`config.mk`:
```
export PLATFORM = sky130hd
export DESIGN_NAME = wb_sel_pipe
export DESIGN_NICKNAME = d
export VERILOG_FILES = /design/src/rtl/wb_pkg.sv /design/src/rtl/wb_ext.sv /design/src/rtl/wb_sel_pipe.sv
export SDC_FILE = /design/constraint.sdc
export NUM_CORES = 1
export LEC_CHECK = 0
export ABC_AREA = 1
export ABC_CLOCK_PERIOD_IN_PS = 2200
export BUFFER_PORTS_ARGS = -buffer_cell sky130_fd_sc_hd__clkbuf_2
export CORE_MARGIN = 5
export CORE_UTILIZATION = 47
export CTS_BUF_LIST = sky130_fd_sc_hd__clkbuf_16
export CTS_CLUSTER_SIZE = 24
export DETAILED_ROUTE_END_ITERATION = 6
export PLACE_DENSITY = 0.82
export REMOVE_ABC_BUFFERS = 1
export SYNTH_ARGS = -nofsm -noshare
export SYNTH_HDL_FRONTEND = slang
export SYNTH_SLANG_ARGS = --single-unit
```
`constraint.sdc`:
```
create_clock -name clk -period 2.2 [get_ports clk]
set_input_delay 0.22 -clock clk [delete_from_list [all_inputs] [get_ports clk]]
set_output_delay 0.22 -clock clk [all_outputs]
set_load 0.02 [all_outputs]
```
`src/rtl/wb_pkg.sv`:
```
// Shared constants for the writeback select pipeline: extension codes and
// the default destination-register index width.
package wb_pkg;

    // Load-style extension modes applied to the selected source.
    localparam logic [2:0] EXT_PASS = 3'b000;
    localparam logic [2:0] EXT_SB   = 3'b001;
    localparam logic [2:0] EXT_SH   = 3'b010;
    localparam logic [2:0] EXT_ZB   = 3'b011;
    localparam logic [2:0] EXT_ZH   = 3'b100;

    // Default register-file index width (32 architectural registers).
    localparam int unsigned WB_RD_W = 5;

endpackage

```
`src/rtl/wb_ext.sv`:
```
// Combinational load-style extender: sign/zero-extends the low byte or
// halfword of the input, or passes it through unchanged.
module wb_ext
    import wb_pkg::*;
#(
    parameter int unsigned DATA_W = 32
) (
    input  logic [DATA_W-1:0] data,
    input  logic [2:0]        ext,
    output logic [DATA_W-1:0] result
);

    // Decode the extension mode; reserved codes fall back to pass-through.
    always_comb begin
        result = data;
        case (ext)
            EXT_SB:  result = {{(DATA_W-8){data[7]}}, data[7:0]};
            EXT_SH:  result = {{(DATA_W-16){data[15]}}, data[15:0]};
            EXT_ZB:  result = {{(DATA_W-8){1'b0}}, data[7:0]};
            EXT_ZH:  result = {{(DATA_W-16){1'b0}}, data[15:0]};
            default: result = data;
        endcase
    end

endmodule

```
`src/rtl/wb_sel_pipe.sv`:
```
// Writeback data select pipeline: picks one of N_SRC sources, extends it,
// zeroes writes to x0 and registers the result behind a valid/ready
// handshake with a main register plus one skid register.
module wb_sel_pipe
    import wb_pkg::*;
#(
    parameter int unsigned DATA_W = 32,
    parameter int unsigned N_SRC  = 4,
    parameter int unsigned RD_W   = WB_RD_W,
    localparam int unsigned SEL_W = (N_SRC > 1) ? $clog2(N_SRC) : 1
) (
    input  logic                    clk,
    input  logic                    rst_n,
    input  logic                    flush,
    input  logic                    in_valid,
    output logic                    in_ready,
    input  logic [SEL_W-1:0]        sel,
    input  logic [2:0]              ext,
    input  logic [RD_W-1:0]         rd,
    input  logic [N_SRC*DATA_W-1:0] data_in,
    output logic                    out_valid,
    input  logic                    out_ready,
    output logic [DATA_W-1:0]       out_data,
    output logic [RD_W-1:0]         out_rd,
    output logic                    out_err
);

    logic [DATA_W-1:0] src_sel;
    logic              sel_err;
    logic [DATA_W-1:0] ext_data;
    logic [DATA_W-1:0] beat_data;

    logic accept;
    logic drain;

    logic              main_valid_q, main_valid_d;
    logic [DATA_W-1:0] main_data_q,  main_data_d;
    logic [RD_W-1:0]   main_rd_q,    main_rd_d;
    logic              main_err_q,   main_err_d;

    logic              skid_valid_q, skid_valid_d;
    logic [DATA_W-1:0] skid_data_q,  skid_data_d;
    logic [RD_W-1:0]   skid_rd_q,    skid_rd_d;
    logic              skid_err_q,   skid_err_d;

    // Source select; an index with no matching source yields zero and flags an error.
    always_comb begin
        src_sel = '0;
        sel_err = 1'b1;
        for (int unsigned i = 0; i < N_SRC; i++) begin
            if (sel == SEL_W'(i)) begin
                src_sel = data_in[i*DATA_W +: DATA_W];
                sel_err = 1'b0;
            end
        end
    end

    wb_ext #(
        .DATA_W (DATA_W)
    ) u_ext (
        .data   (src_sel),
        .ext    (ext),
        .result (ext_data)
    );

    // x0 is hardwired to zero, so anything destined there is written as zero.
    assign beat_data = (rd == '0) ? '0 : ext_data;

    // in_ready depends only on the skid flop, keeping out_ready off the upstream path.
    assign in_ready = !skid_valid_q;
    assign accept   = in_valid && in_ready;
    assign drain    = main_valid_q && out_ready;

    // Main/skid next state: refill main from skid first, then from the input;
    // park the input in skid only when main is stalled.
    always_comb begin
        main_valid_d = main_valid_q;
        main_data_d  = main_data_q;
        main_rd_d    = main_rd_q;
        main_err_d   = main_err_q;
        skid_valid_d = skid_valid_q;
        skid_data_d  = skid_data_q;
        skid_rd_d    = skid_rd_q;
        skid_err_d   = skid_err_q;

        if (flush) begin
            // Payload flops keep stale values; they are ignored while invalid.
            main_valid_d = 1'b0;
            skid_valid_d = 1'b0;
        end else if (!main_valid_q || drain) begin
            if (skid_valid_q) begin
                main_valid_d = 1'b1;
                main_data_d  = skid_data_q;
                main_rd_d    = skid_rd_q;
                main_err_d   = skid_err_q;
                skid_valid_d = 1'b0;
            end else if (accept) begin
                main_valid_d = 1'b1;
                main_data_d  = beat_data;
                main_rd_d    = rd;
                main_err_d   = sel_err;
            end else begin
                main_valid_d = 1'b0;
            end
        end else if (accept) begin
            skid_valid_d = 1'b1;
            skid_data_d  = beat_data;
            skid_rd_d    = rd;
            skid_err_d   = sel_err;
        end
    end

    // State registers with asynchronous active-low clear.
    always_ff @(posedge clk or negedge rst_n) begin
        if (!rst_n) begin
            main_valid_q <= 1'b0;
            main_data_q  <= '0;
            main_rd_q    <= '0;
            main_err_q   <= 1'b0;
            skid_valid_q <= 1'b0;
            skid_data_q  <= '0;
            skid_rd_q    <= '0;
            skid_err_q   <= 1'b0;
        end else begin
            main_valid_q <= main_valid_d;
            main_data_q  <= main_data_d;
            main_rd_q    <= main_rd_d;
            main_err_q   <= main_err_d;
            skid_valid_q <= skid_valid_d;
            skid_data_q  <= skid_data_d;
            skid_rd_q    <= skid_rd_d;
            skid_err_q   <= skid_err_d;
        end
    end

    assign out_valid = main_valid_q;
    assign out_data  = main_data_q;
    assign out_rd    = main_rd_q;
    assign out_err   = main_err_q;

endmodule

```
==> results of run 1 <==
worst max-delay path: stages, from the launching register on:
cell and delay, ns:
dfrtp_1 0.45, inv_2 0.09, buf_4 0.48, clkbuf_2 0.28
metal layers:
metal | GRT usage, % | routed length, um | vias up | share of wire [%]
li1 | - | - | 2382 | -
met3 | 5.43 | 1220 | 32 | 8.5
met1 | 29.9 | 5630 | 2329 | 39
met5 | 0 | 0 | - | 0
met4 | 12.0 | 435 | 0 | 3.0
met2 | 41.7 | 7030 | 246 | 49
layout by cell type, fill, tap and decap left out, drive strengths merged:
| master | n |
|---|---|
| nand2 | 233 |
| buf | 12 |
| nand3b | 1 |
| nand3 | 39 |
| o22ai | 12 |
| a21oi | 34 |
| nor3 | 2 |
| clkbuf | 190 |
| o21a | 11 |
| o31ai | 1 |
| dfrtp | 78 |
| inv | 21 |
| bufinv | 4 |
| o21ai | 97 |
| or3 | 1 |
| clkinv | 4 |
| nor2 | 47 |
| o211ai | 7 |
stage by stage:
step	total power [uW]	hold slack (ns)	setup TNS, ns	worst slack (ns)
after floorplan	2590	-0.0756	-21.99	-0.886
after global placement	3040	0.399	0	0.257
after detailed placement	3100	0.430	0	0.153
after CTS	4900	0.0781	0	0.316
after global routing	5120	0.102	0	0.203
final	4870	0.0408	0	0.328
cell families (layout without fill, tap and decap cells):
family / after synthesis / count (layout) / synth area share (%)
AND/OR/NAND/NOR: 323 / 323 / 30.0
buffers and inverters: 63 / 231 / 7.55
flip-flops: 78 / 78 / 43.0
AO/OA/AOI/OAI: 162 / 162 / 19.5
final cells by class:
cell class | count | area, sq um
clock inverters | 7 | 138
clock buffers | 9 | 225
repair buffers | 193 | 996
inverters | 22 | 88.8
flip-flops and latches | 78 | 1950
multi-input cells | 485 | 2250
fillers | 866 | 3520
well taps | 129 | 161
power breakdown:
| group | switching [uW] | internal, uW | leakage [uW] |
|---|---|---|---|
| Sequential | 170 | 1740 | 0.000988 |
| Clock | 576 | 1220 | 0.000181 |
| Combinational | 729 | 439 | 0.00207 |
registers in the layout, summed over array words and instances, names as in the netlist:
| name | cells |
|---|---|
| out_data | 32 |
| skid_rd_q | 5 |
| out_valid | 1 |
| out_err | 1 |
| skid_valid_q | 1 |
| skid_data_q | 32 |
| skid_err_q | 1 |
| out_rd | 5 |
worst max-delay path by stage:
stage / startpoint / endpoint / slack (ns) / depth (start not counted)
after detailed placement: sel[0] / out_data[16]$_DFFE_PN0P_ / 0.15 / 11
after global placement: sel[0] / out_data[29]$_DFFE_PN0P_ / 0.26 / 11
final: skid_valid_q$_DFFE_PN0P_ / in_ready / 0.33 / 3
after floorplan: skid_valid_q$_DFFE_PN0P_ / out_data[0]$_DFFE_PN0P_ / -0.89 / 5
after global routing: out_valid$_DFFE_PN0N_ / skid_data_q[19]$_DFFE_PN0P_ / 0.20 / 5
after CTS: skid_valid_q$_DFFE_PN0P_ / in_ready / 0.32 / 3
==> summary.md, run 1 <==
| Metric | Value |
|---|---|
| FF-to-FF End | skid_data_q[23]$_DFFE_PN0P_ |
| Crit path arrival time | 1.65 ns |
| Clock root buffer | clkbuf_16 |
| R2R depth | 6 |
| Wirelength per Cell | 15.5 um |
| First-pass GRT wire length | 23000 um |
| Post-synth EDFFs | 0 |
| Primary FF master, synth | dfrtp_1 |
| H-tree Lvls | 3 |
| Post-route DRC | 0 |
| Die H | 108 um |
| Hold Vio Cnt, Final | 0 |
| Crit-path max FO | 60 |
| Largest net degree at the start of global routing | 79 |
| Status | completed |
| Number of vias per cell | 5.41 |
| Peak supply drop | 0.471 mV |
| Nets | 932 |
| Synth cell types | 32 |
| Final min period | 1.87 ns |
| Design Area, Final | 5810 sq um |
| FF+latch count, synth | 78 |
| Placer congestion estimate | 0.922 |
| Max_cap viols | 0 |
| Post-layout util | 62.3% |
| Total grt overflow | 0 |
| IO Count | 183 |
| DRT antenna net count | 0 |
| Synth area leader | dfrtp_1 |
| Clock buffer depth | 2 |
| Post-CTS Resized | 0 |
| Num CTS Buffers | 9 |
| Initial antenna violation count | 0 |
| Synth area leaders | dfrtp_1 (43%), nand2_1 (19%), o21ai_0 (7.4%), nor2_1 (3.8%), a21oi_1 (3.7%) |
| Area of the die | 11700 sq um |
| Sink Count | 78 |
| Worst Skew | 0.0101 ns |
| Cell count after placement | 907 |
| CORE AREA | 9330 sq um |
| Synthesized cell area | 4540 sq um |
| Detailed Place HPWL | 10700 um |
| Share of cells above drive strength 1 | 29.3% |
| Diode count | 0 |
| Pleak | 0.00324 uW |
| Vias | 4989 |
| Post-synth top area share | 43.0% |
| Worst rel slew slack | 28.3% |
| RSZ-0062 raised after global routing | no |
| Cell Rows | 35 |
| Slew Viols, Final | 0 |
| CTS tree | yes |
| Synth async-reset ratio | 100% |
| Post-synthesis sequential area ratio | 43.0% |
| Post-Layout Cell Count | 923 |
| Hold Buf Count CTS | 0 |
| Setup CP Type | flop to primary output |
| Worst Setup End Kind | primary output |
| WP data required | 1.98 ns |
| Worst-Margin Slew | 1.07 ns |
| Post-synthesis cell count | 626 |
| P&R area growth vs syn | 27.9% |
| Post-CTS Setup Bufs | 0 |
| Setup-failing EPs final | 0 |
| 1st-iter DRT viols | 259 |
| Cell with the most instances after synthesis | nand2_1 |
| Clk slew on worst S/H paths | 0.07 ns |
| Starting Density | 48.7% |
| Yosys warns | 0 |
| Worst skew pair latency | 0.33 ns |
| Startpoint Class | flop |
| Period utilization | 85.1% |
| DR pass1 iterations | 4 |
| Placed cell area | 5450 sq um |
| Syn Area/Cell | 7.26 sq um |
| Post-Route WL | 14300 um |
| Die W | 108 um |
| Setup slack, reg-to-reg | 0.40 ns |
| Worst r2r src | out_valid$_DFFE_PN0N_ |
| FMAX | 534 MHz |
| Vias in the first global route | 4924 |
| Total track usage | 24.7% |
| PwrDens | 838 nW/um^2 |
| Commonest cells post-synth | nand2_1 (228), dfrtp_1 (78), o21ai_0 (67) |
| PortBufs | 182 |
| Hold WC Path Type | input port to asynchronous set/reset pin |
(Power assumes the default switching activity.)
==> run 2, diff against run 1 <==
--- a/config.mk
+++ b/config.mk
@@ -8,12 +8,15 @@
 export ABC_AREA = 1
 export ABC_CLOCK_PERIOD_IN_PS = 2200
 export BUFFER_PORTS_ARGS = -buffer_cell sky130_fd_sc_hd__clkbuf_2
+export CELL_PAD_IN_SITES_DETAIL_PLACEMENT = 0
+export CELL_PAD_IN_SITES_GLOBAL_PLACEMENT = 1
 export CORE_MARGIN = 5
-export CORE_UTILIZATION = 47
+export CORE_UTILIZATION = 34
 export CTS_BUF_LIST = sky130_fd_sc_hd__clkbuf_16
 export CTS_CLUSTER_SIZE = 24
 export DETAILED_ROUTE_END_ITERATION = 6
-export PLACE_DENSITY = 0.82
+export GPL_ROUTABILITY_DRIVEN = 0
+export PLACE_DENSITY = 0.85
 export REMOVE_ABC_BUFFERS = 1
 export SYNTH_ARGS = -nofsm -noshare
 export SYNTH_HDL_FRONTEND = slang
==> run 2 against run 1 <==
  * Via count is 4.8% lower
  * Global-route usage is 5.7 points lower
  * Power is 7.9% lower
  * Hold slack better by 0.019 ns
  * Clock power is 20% lower
  * Flip-flop and latch count stayed put
  * Combinational power hardly changed
  * Die area is 34% higher
  * Critical endpoint unchanged
  * Largest cell class unchanged
  * Highest routed layer unchanged
==> summary.md, run 2 (same netlist as run 1, synthesis figures left out) <==
| Metric | Value |
|---|---|
| Setup CP Type | flop to primary output (unchanged) |
| Clock buffer depth | 2 (unchanged) |
| 1st-iter DRT viols | 287 (was 259) |
| DR pass1 iterations | 5 (was 4) |
| Slowest cell delay on critical path | 0.51 ns (was 0.48 ns) |
| Setup TNS | 0 ns (unchanged) |
| Number of vias per cell | 4.89 (was 5.41) |
| Startpoint Class | flop (unchanged) |
| Worst-Margin Slew | 1.15 ns (was 1.07 ns) |
| Post-Route WL | 14800 um (was 14300 um) |
| DRT antenna net count | 0 (unchanged) |
| Worst Skew | 0.00298 ns (was 0.0101 ns) |
| Wirelength per Cell | 15.3 um (was 15.5 um) |
| First-pass GRT wire length | 24200 um (was 23000 um) |
| Die H | 126 um (was 108 um) |
| CORE AREA | 13200 sq um (was 9330 sq um) |
| Family with the most delay on the worst path | buffers and inverters (unchanged) |
| Crit path arrival time | 1.77 ns (was 1.65 ns) |
| Design Area, Final | 5820 sq um (was 5810 sq um) |
| Max_cap viols | 0 (unchanged) |
| Setup-failing EPs final | 0 (unchanged) |
| Hold Buf Count CTS | 1 (was 0) |
| Worst rel slew slack | 23.1% (was 28.3%) |
| Num CTS Buffers | 9 (unchanged) |
| Most frequent cells in the layout | nand2_1 (227), clkbuf_2 (181), dfrtp_1 (78) (unchanged) |
| H-tree Lvls | 3 (unchanged) |
| Hold path depth | 2 |
| Diode count | 0 (unchanged) |
| Final min period | 1.99 ns (was 1.87 ns) |
| Clk slew on worst S/H paths | 0.06 ns (was 0.07 ns) |
| PortBufs | 182 (unchanged) |
| IO Count | 183 (unchanged) |
| Hold EP | skid_valid_q$_DFFE_PN0P_ |
| Sink Count | 78 (unchanged) |
| CTS tree | yes (unchanged) |
| Vias | 4751 (was 4989) |
| Hold WC Path Type | input port to flop (was input port to asynchronous set/reset pin) |
| Status | completed (unchanged) |
| Starting Density | 34.4% (was 48.7%) |
| Slew Viols, Final | 0 (unchanged) |
| Peak supply drop | 0.339 mV (was 0.471 mV) |
| Cell Chain, Critical Path | inv_2, buf_4, clkbuf_2 (unchanged) |
| Total track usage | 19.0% (was 24.7%) |
| Largest net degree at the start of global routing | 67 (was 79) |
| Crit path depth | 3 (unchanged) |
| Vias in the first global route | 4782 (was 4924) |
| Commonest non-fill, non-tap cell in the layout | nand2_1 (unchanged) |
| Worst r2r src | skid_valid_q$_DFFE_PN0P_ (was out_valid$_DFFE_PN0N_) |
| FF-to-FF End | skid_data_q[26]$_DFFE_PN0P_ (was skid_data_q[23]$_DFFE_PN0P_) |
| Pleak | 0.00322 uW (was 0.00324 uW) |
| Setup slack, reg-to-reg | 0.33 ns (was 0.40 ns) |
| Nets | 934 (was 932) |
| WP buf/inv | 3 (unchanged) |
| Area of the die | 15800 sq um (was 11700 sq um) |
| Share of cells above drive strength 1 | 29.1% (was 29.3%) |
| Worst skew pair latency | 0.33 ns (about the same) |
| FMAX | 503 MHz (was 534 MHz) |
| Placed cell area | 5530 sq um (was 5450 sq um) |
| Post-CTS Setup Bufs | 0 (unchanged) |
| Initial antenna violation count | 0 (unchanged) |
| Worst Setup End Kind | primary output (unchanged) |
| Clock root buffer | clkbuf_16 (unchanged) |
| Total grt overflow | 0 (unchanged) |
| Slowest CP cell | dfrtp_1 (was buf_4) |
| Period utilization | 90.4% (was 85.1%) |
| Hold Vio Cnt, Final | 0 (unchanged) |
| R2R depth | 3 (was 6) |
| RSZ-0062 raised after global routing | no (unchanged) |
| WP data required | 1.98 ns (about the same) |
| Detailed Place HPWL | 10700 um (about the same) |
| Cell Rows | 42 (was 35) |
| Post-route DRC | 0 (unchanged) |
| Crit-path max FO | 60 (unchanged) |
| P&R area growth vs syn | 28.2% (was 27.9%) |
| Post-CTS Resized | 0 (unchanged) |
| Die W | 126 um (was 108 um) |
| PwrDens | 771 nW/um^2 (was 838 nW/um^2) |
| Hold Path Origin | out_ready |
-- run 2: cell types whose count changed in the layout (fill, tap and decap cells not counted), sizes merged --
| cell | before | now |
|---|---|---|
| inv | 21 | 20 |
| dlygate4sd3 | 0 | 1 |
| bufinv | 4 | 1 |
| buf | 12 | 13 |
| clkinv | 4 | 8 |
-- run 2: per-layer routing --
metal / vias to the layer above / track usage (%) / part of all wire (%)
li1: 2395 / - / -
met1: 2174 / 23.7 / 42
met5: - / 0 / 0
met3: 20 / 5.20 / 7.3
met4: 0 / 6.57 / 2.0
met2: 162 / 31.6 / 49
-- run 2: worst max path at each step --
stage | start | end | slack (ns)
2_1_floorplan | skid_valid_q$_DFFE_PN0P_ | out_data[0]$_DFFE_PN0P_ | -0.89
3_3_place_gp | sel[0] | out_data[23]$_DFFE_PN0P_ | 0.33
3_5_place_dp | sel[1] | out_data[19]$_DFFE_PN0P_ | 0.32
4_1_cts | skid_valid_q$_DFFE_PN0P_ | in_ready | 0.21
5_1_grt | skid_valid_q$_DFFE_PN0P_ | in_ready | 0.13
6_report | skid_valid_q$_DFFE_PN0P_ | in_ready | 0.21
-- run 2: through the flow --
| stage | power [uW] | setup WS (ns) | cells | utilization (%) | hold WS [ns] |
|---|---|---|---|---|---|
| 2_1_floorplan | 2590 | -0.886 | 585 | - | -0.0756 |
| 3_3_place_gp | 3080 | 0.329 | 955 | 41.9 | 0.201 |
| 3_5_place_dp | 3100 | 0.317 | 955 | 41.9 | 0.202 |
| 4_1_cts | 4550 | 0.207 | 972 | 44.1 | 0.0445 |
| 5_1_grt | 4780 | 0.125 | 972 | 44.1 | 0.0649 |
| 6_report | 4490 | 0.211 | 972 | 44.1 | 0.0596 |
-- run 2: final cells by class --
class | count | area [sq um]
fill | 1435 | 7370
multi-input combinational | 485 | 2260
sequential | 78 | 1950
timing repair buffer | 195 | 1030
clock buffer | 9 | 225
tap | 176 | 220
inverter | 22 | 88.8
clock inverter | 7 | 55.1
-- run 2: worst reg2reg max path, delay by kind of cell (launching register included) --
kind / cells / cell delay [ns]
AND/OR/NAND/NOR: 1 / 0.09
buffers and inverters: 1 / 0.82
AO/OA/AOI/OAI: 1 / 0.23
flip-flops: 1 / 0.56
-- run 2: power breakdown --
part	internal (uW)	total, uW	switching [uW]
clock	858	1430	569
sequential	1740	1900	159
combinational	445	1160	719
total	3040	4490	1450
==> run 3, diff against run 2 <==
--- a/config.mk
+++ b/config.mk
@@ -5,19 +5,19 @@
 export SDC_FILE = /design/constraint.sdc
 export NUM_CORES = 1
 export LEC_CHECK = 0
-export ABC_AREA = 1
 export ABC_CLOCK_PERIOD_IN_PS = 2200
 export BUFFER_PORTS_ARGS = -buffer_cell sky130_fd_sc_hd__clkbuf_2
 export CELL_PAD_IN_SITES_DETAIL_PLACEMENT = 0
 export CELL_PAD_IN_SITES_GLOBAL_PLACEMENT = 1
 export CORE_MARGIN = 5
-export CORE_UTILIZATION = 34
+export CORE_UTILIZATION = 39
 export CTS_BUF_LIST = sky130_fd_sc_hd__clkbuf_16
 export CTS_CLUSTER_SIZE = 24
 export DETAILED_ROUTE_END_ITERATION = 6
 export GPL_ROUTABILITY_DRIVEN = 0
-export PLACE_DENSITY = 0.85
+export PLACE_DENSITY = 0.86
 export REMOVE_ABC_BUFFERS = 1
 export SYNTH_ARGS = -nofsm -noshare
 export SYNTH_HDL_FRONTEND = slang
+export SYNTH_HIERARCHICAL = 1
 export SYNTH_SLANG_ARGS = --single-unit
==> run 3 against run 2 <==
  * Global-route usage up 2.7 points
  * Synthesized area up 20%
  * Die area up 4.3%
  * Sequential share of layout area down 4.6 points
  * Maximum frequency up 2.0%
  * Sequential power up 4%
  * Synthesized cell count down 16%
  * Combinational power up 29%
  * Critical path type is now input port to flop
  * Clock power up 17%
  * Clock skew up 0.0014 ns
  * Cell count down 12%
  * Hold slack better by 0.054 ns
  * Largest power group unchanged
==> summary.md, run 3 <==
| Metric | Value |
|---|---|
| WP data required | 2.39 ns (was 1.98 ns) |
| Cell Chain, Critical Path | clkbuf_2, buf_12, mux4_2, mux2i_1, o221ai_2, o211ai_2, a31oi_1 (was inv_2, buf_4, clkbuf_2) |
| Crit-path max FO | 31 (was 60) |
| Number of vias per cell | 5.86 (was 4.89) |
| Period utilization | 88.7% (was 90.4%) |
| Clock buffer depth | 2 (unchanged) |
| Commonest cells post-synth | dfrtp_1 (78), a31oi_1 (69), nand2_1 (57) (was nand2_1 (228), dfrtp_1 (78), o21ai_0 (67)) |
| Post-synthesis sequential area ratio | 35.8% (was 43.0%) |
| Startpoint Class | input port (was flop) |
| Setup CP Type | input port to flop (was flop to primary output) |
| Status | completed (unchanged) |
| DRT antenna net count | 0 (unchanged) |
| Die W | 128 um (was 126 um) |
| RSZ-0062 raised after global routing | no (unchanged) |
| Total grt overflow | 0 (unchanged) |
| Dpl ws | -0.0301 ns (was 0.317 ns) |
| Final min period | 1.95 ns (was 1.99 ns) |
| Syn Area/Cell | 10.4 sq um (was 7.26 sq um) |
| Synth async-reset ratio | 100% (unchanged) |
| Most frequent cells in the layout | clkbuf_2 (180), dfrtp_1 (77), a31oi_1 (69) (was nand2_1 (227), clkbuf_2 (181), dfrtp_1 (78)) |
| Setup-failing EPs final | 0 (unchanged) |
| Sink Count | 78 (unchanged) |
| FMAX | 513 MHz (was 503 MHz) |
| Total track usage | 21.7% (was 19.0%) |
| Nets | 809 (was 934) |
| Num CTS Buffers | 9 (unchanged) |
| Worst Skew | 0.00442 ns (was 0.00298 ns) |
| Clk slew on worst S/H paths | 0.06 ns (about the same) |
| Detailed Place HPWL | 11900 um (was 10700 um) |
| WL met2 | 8550 um (was 7200 um) |
| WP buf/inv | 2 (was 3) |
| Vias | 4984 (was 4751) |
| First-pass GRT wire length | 28300 um (was 24200 um) |
| Largest net degree at the start of global routing | 67 (unchanged) |
| Setup WS post-layout | 0.249 ns (was 0.211 ns) |
| PortBufs | 182 (unchanged) |
| Synthesized cell area | 5460 sq um (was 4540 sq um) |
| Crit path arrival time | 2.14 ns (was 1.77 ns) |
| Worst rel slew slack | 35.5% (was 23.1%) |
| Diode count | 0 (unchanged) |
| Cell Rows | 43 (was 42) |
| Cell with the most instances after synthesis | dfrtp_1 (was nand2_1) |
| Max_cap viols | 0 (unchanged) |
| Primary FF master, synth | dfrtp_1 (unchanged) |
| IO Count | 183 (unchanged) |
| Slowest cell delay on critical path | 0.75 ns (was 0.51 ns) |
| Synth area leaders | dfrtp_1 (36%), mux4_2 (13%), mux2i_1 (9.7%), a31oi_1 (7.9%), o211ai_2 (6.4%) (was dfrtp_1 (43%), nand2_1 (19%), o21ai_0 (7.4%), nor2_1 (3.8%), a21oi_1 (3.7%)) |
| Hold Vio Cnt, Final | 0 (unchanged) |
| Post-synth EDFFs | 0 (unchanged) |
| Synth cell types | 33 (was 32) |
| CTS tree | yes (unchanged) |
| Family with the most delay on the worst path | multiplexers (was buffers and inverters) |
| Slew Viols, Final | 0 (unchanged) |
| Worst skew pair latency | 0.33 ns (about the same) |
| Met1 wire length | 7700 um (was 6240 um) |
| Post-route DRC | 0 (unchanged) |
| DR pass1 iterations | 5 (unchanged) |
| Cell count after placement | 834 (was 955) |
| Yosys warns | 6 (was 0) |
| Worst-Margin Slew | 0.967 ns (was 1.15 ns) |
| Post-Layout Cell Count | 851 (was 972) |
| Post-Route WL | 17900 um (was 14800 um) |
| FF+latch count, synth | 78 (unchanged) |
| Vias in the first global route | 5248 (was 4782) |
| PwrDens | 765 nW/um^2 (was 771 nW/um^2) |
| Share of cells above drive strength 1 | 44.3% (was 29.1%) |
| Initial antenna violation count | 0 (unchanged) |
| DR top layer | met4 (unchanged) |
| Fin Hold WS | 0.113 ns (was 0.0596 ns) |
| Starting Density | 39.6% (was 34.4%) |
| 1st-iter DRT viols | 500 (was 287) |
| Synth area leader | dfrtp_1 (unchanged) |
| Slowest CP cell | mux4_2 (was dfrtp_1) |
| Die H | 128 um (was 126 um) |
| H-tree Lvls | 3 (unchanged) |
| Met3 WL | 1330 um (was 1090 um) |
| Worst Setup End Kind | flop (was primary output) |
| Post-synthesis cell count | 526 (was 626) |
| P&R area growth vs syn | 23.7% (was 28.2%) |
| Hold WC Path Type | input port to flop (unchanged) |
| CORE AREA | 13800 sq um (was 13200 sq um) |
| Commonest non-fill, non-tap cell in the layout | clkbuf_2 (was nand2_1) |
| Setup TNS | 0 ns (unchanged) |
| Pleak | 0.00295 uW (was 0.00322 uW) |
| Wirelength per Cell | 21.1 um (was 15.3 um) |
| Peak supply drop | 0.361 mV (was 0.339 mV) |
| Setup slack, reg-to-reg | 0.31 ns (was 0.33 ns) |
| Post-synth top area share | 35.8% (was 43.0%) |
| Clock root buffer | clkbuf_16 (unchanged) |
| Area of the die | 16500 sq um (was 15800 sq um) |
-- run 3: per-stage QoR --
step	cell area (sq um)	total power (uW)	util, %
global placement	6410	3420	46.5
detailed placement	6410	3500	46.5
global route	6750	5430	49.0
floorplan	5050	2870	-
finish	6750	5160	49.0
CTS	6750	5190	49.0
-- run 3: what timing repair did --
| action | 4_1_cts | 5_1_grt |
|---|---|---|
| setup buffers | 0 | 0 |
| endpoints found under the hold margin | 33 | 0 |
| hold buffers | 1 | 0 |
| endpoints found under the setup margin | 0 | 0 |
| resized for setup | 0 | 0 |
-- run 3: power breakdown --
group	switching [uW]	total [uW]	internal, uW	leakage [uW]
clock network	589	1680	1090	0.000173
logic	863	1500	638	0.00188
registers	195	1980	1780	0.000895
-- run 3: metal layers --
metal	up-vias	global-route usage (%)
met5	-	0
met4	0	6.87
met2	238	35.7
met1	2464	29.1
met3	26	3.88
li1	2256	-
-- run 3: cell families (layout without fill, tap and decap cells) --
logic type             count (synthesis)  after routing  synth area share, %
and+or+nand+nor                       70             70                 5.76
muxes                                 90             90                 24.0
AOI/OAI and AO/OA                    180            180                 24.6
buffers and inverters                108            253                 9.93
DFF                                   78             78                 35.8
-- run 3: area by class of cell --
type,instances,area (sq um)
Fill cell,1294,7020
Sequential cell,78,1950
Tap cell,180,225
Timing Repair Buffer,201,1130
Clock buffer,9,225
Multi-Input combinational cell,340,2970
Clock inverter,7,106
Inverter,36,135
-- run 3: worst paths after layout --
path / startpoint / end / cells past startpoint
worst max-delay path: sel[0] / out_data[25]$_DFFE_PN0P_ / 7
worst min-delay path: flush / out_valid$_DFFE_PN0N_ / 2
worst max register to register: skid_valid_q$_DFFE_PN0P_ / out_data[21]$_DFFE_PN0P_ / 4
worst min register to register: skid_rd_q[2]$_DFFE_PN0P_ / skid_rd_q[2]$_DFFE_PN0P_ / 1
max in group asynchronous: rst_n / skid_data_q[13]$_DFFE_PN0P_ / 3
min in group asynchronous: rst_n / out_data[13]$_DFFE_PN0P_ / 2
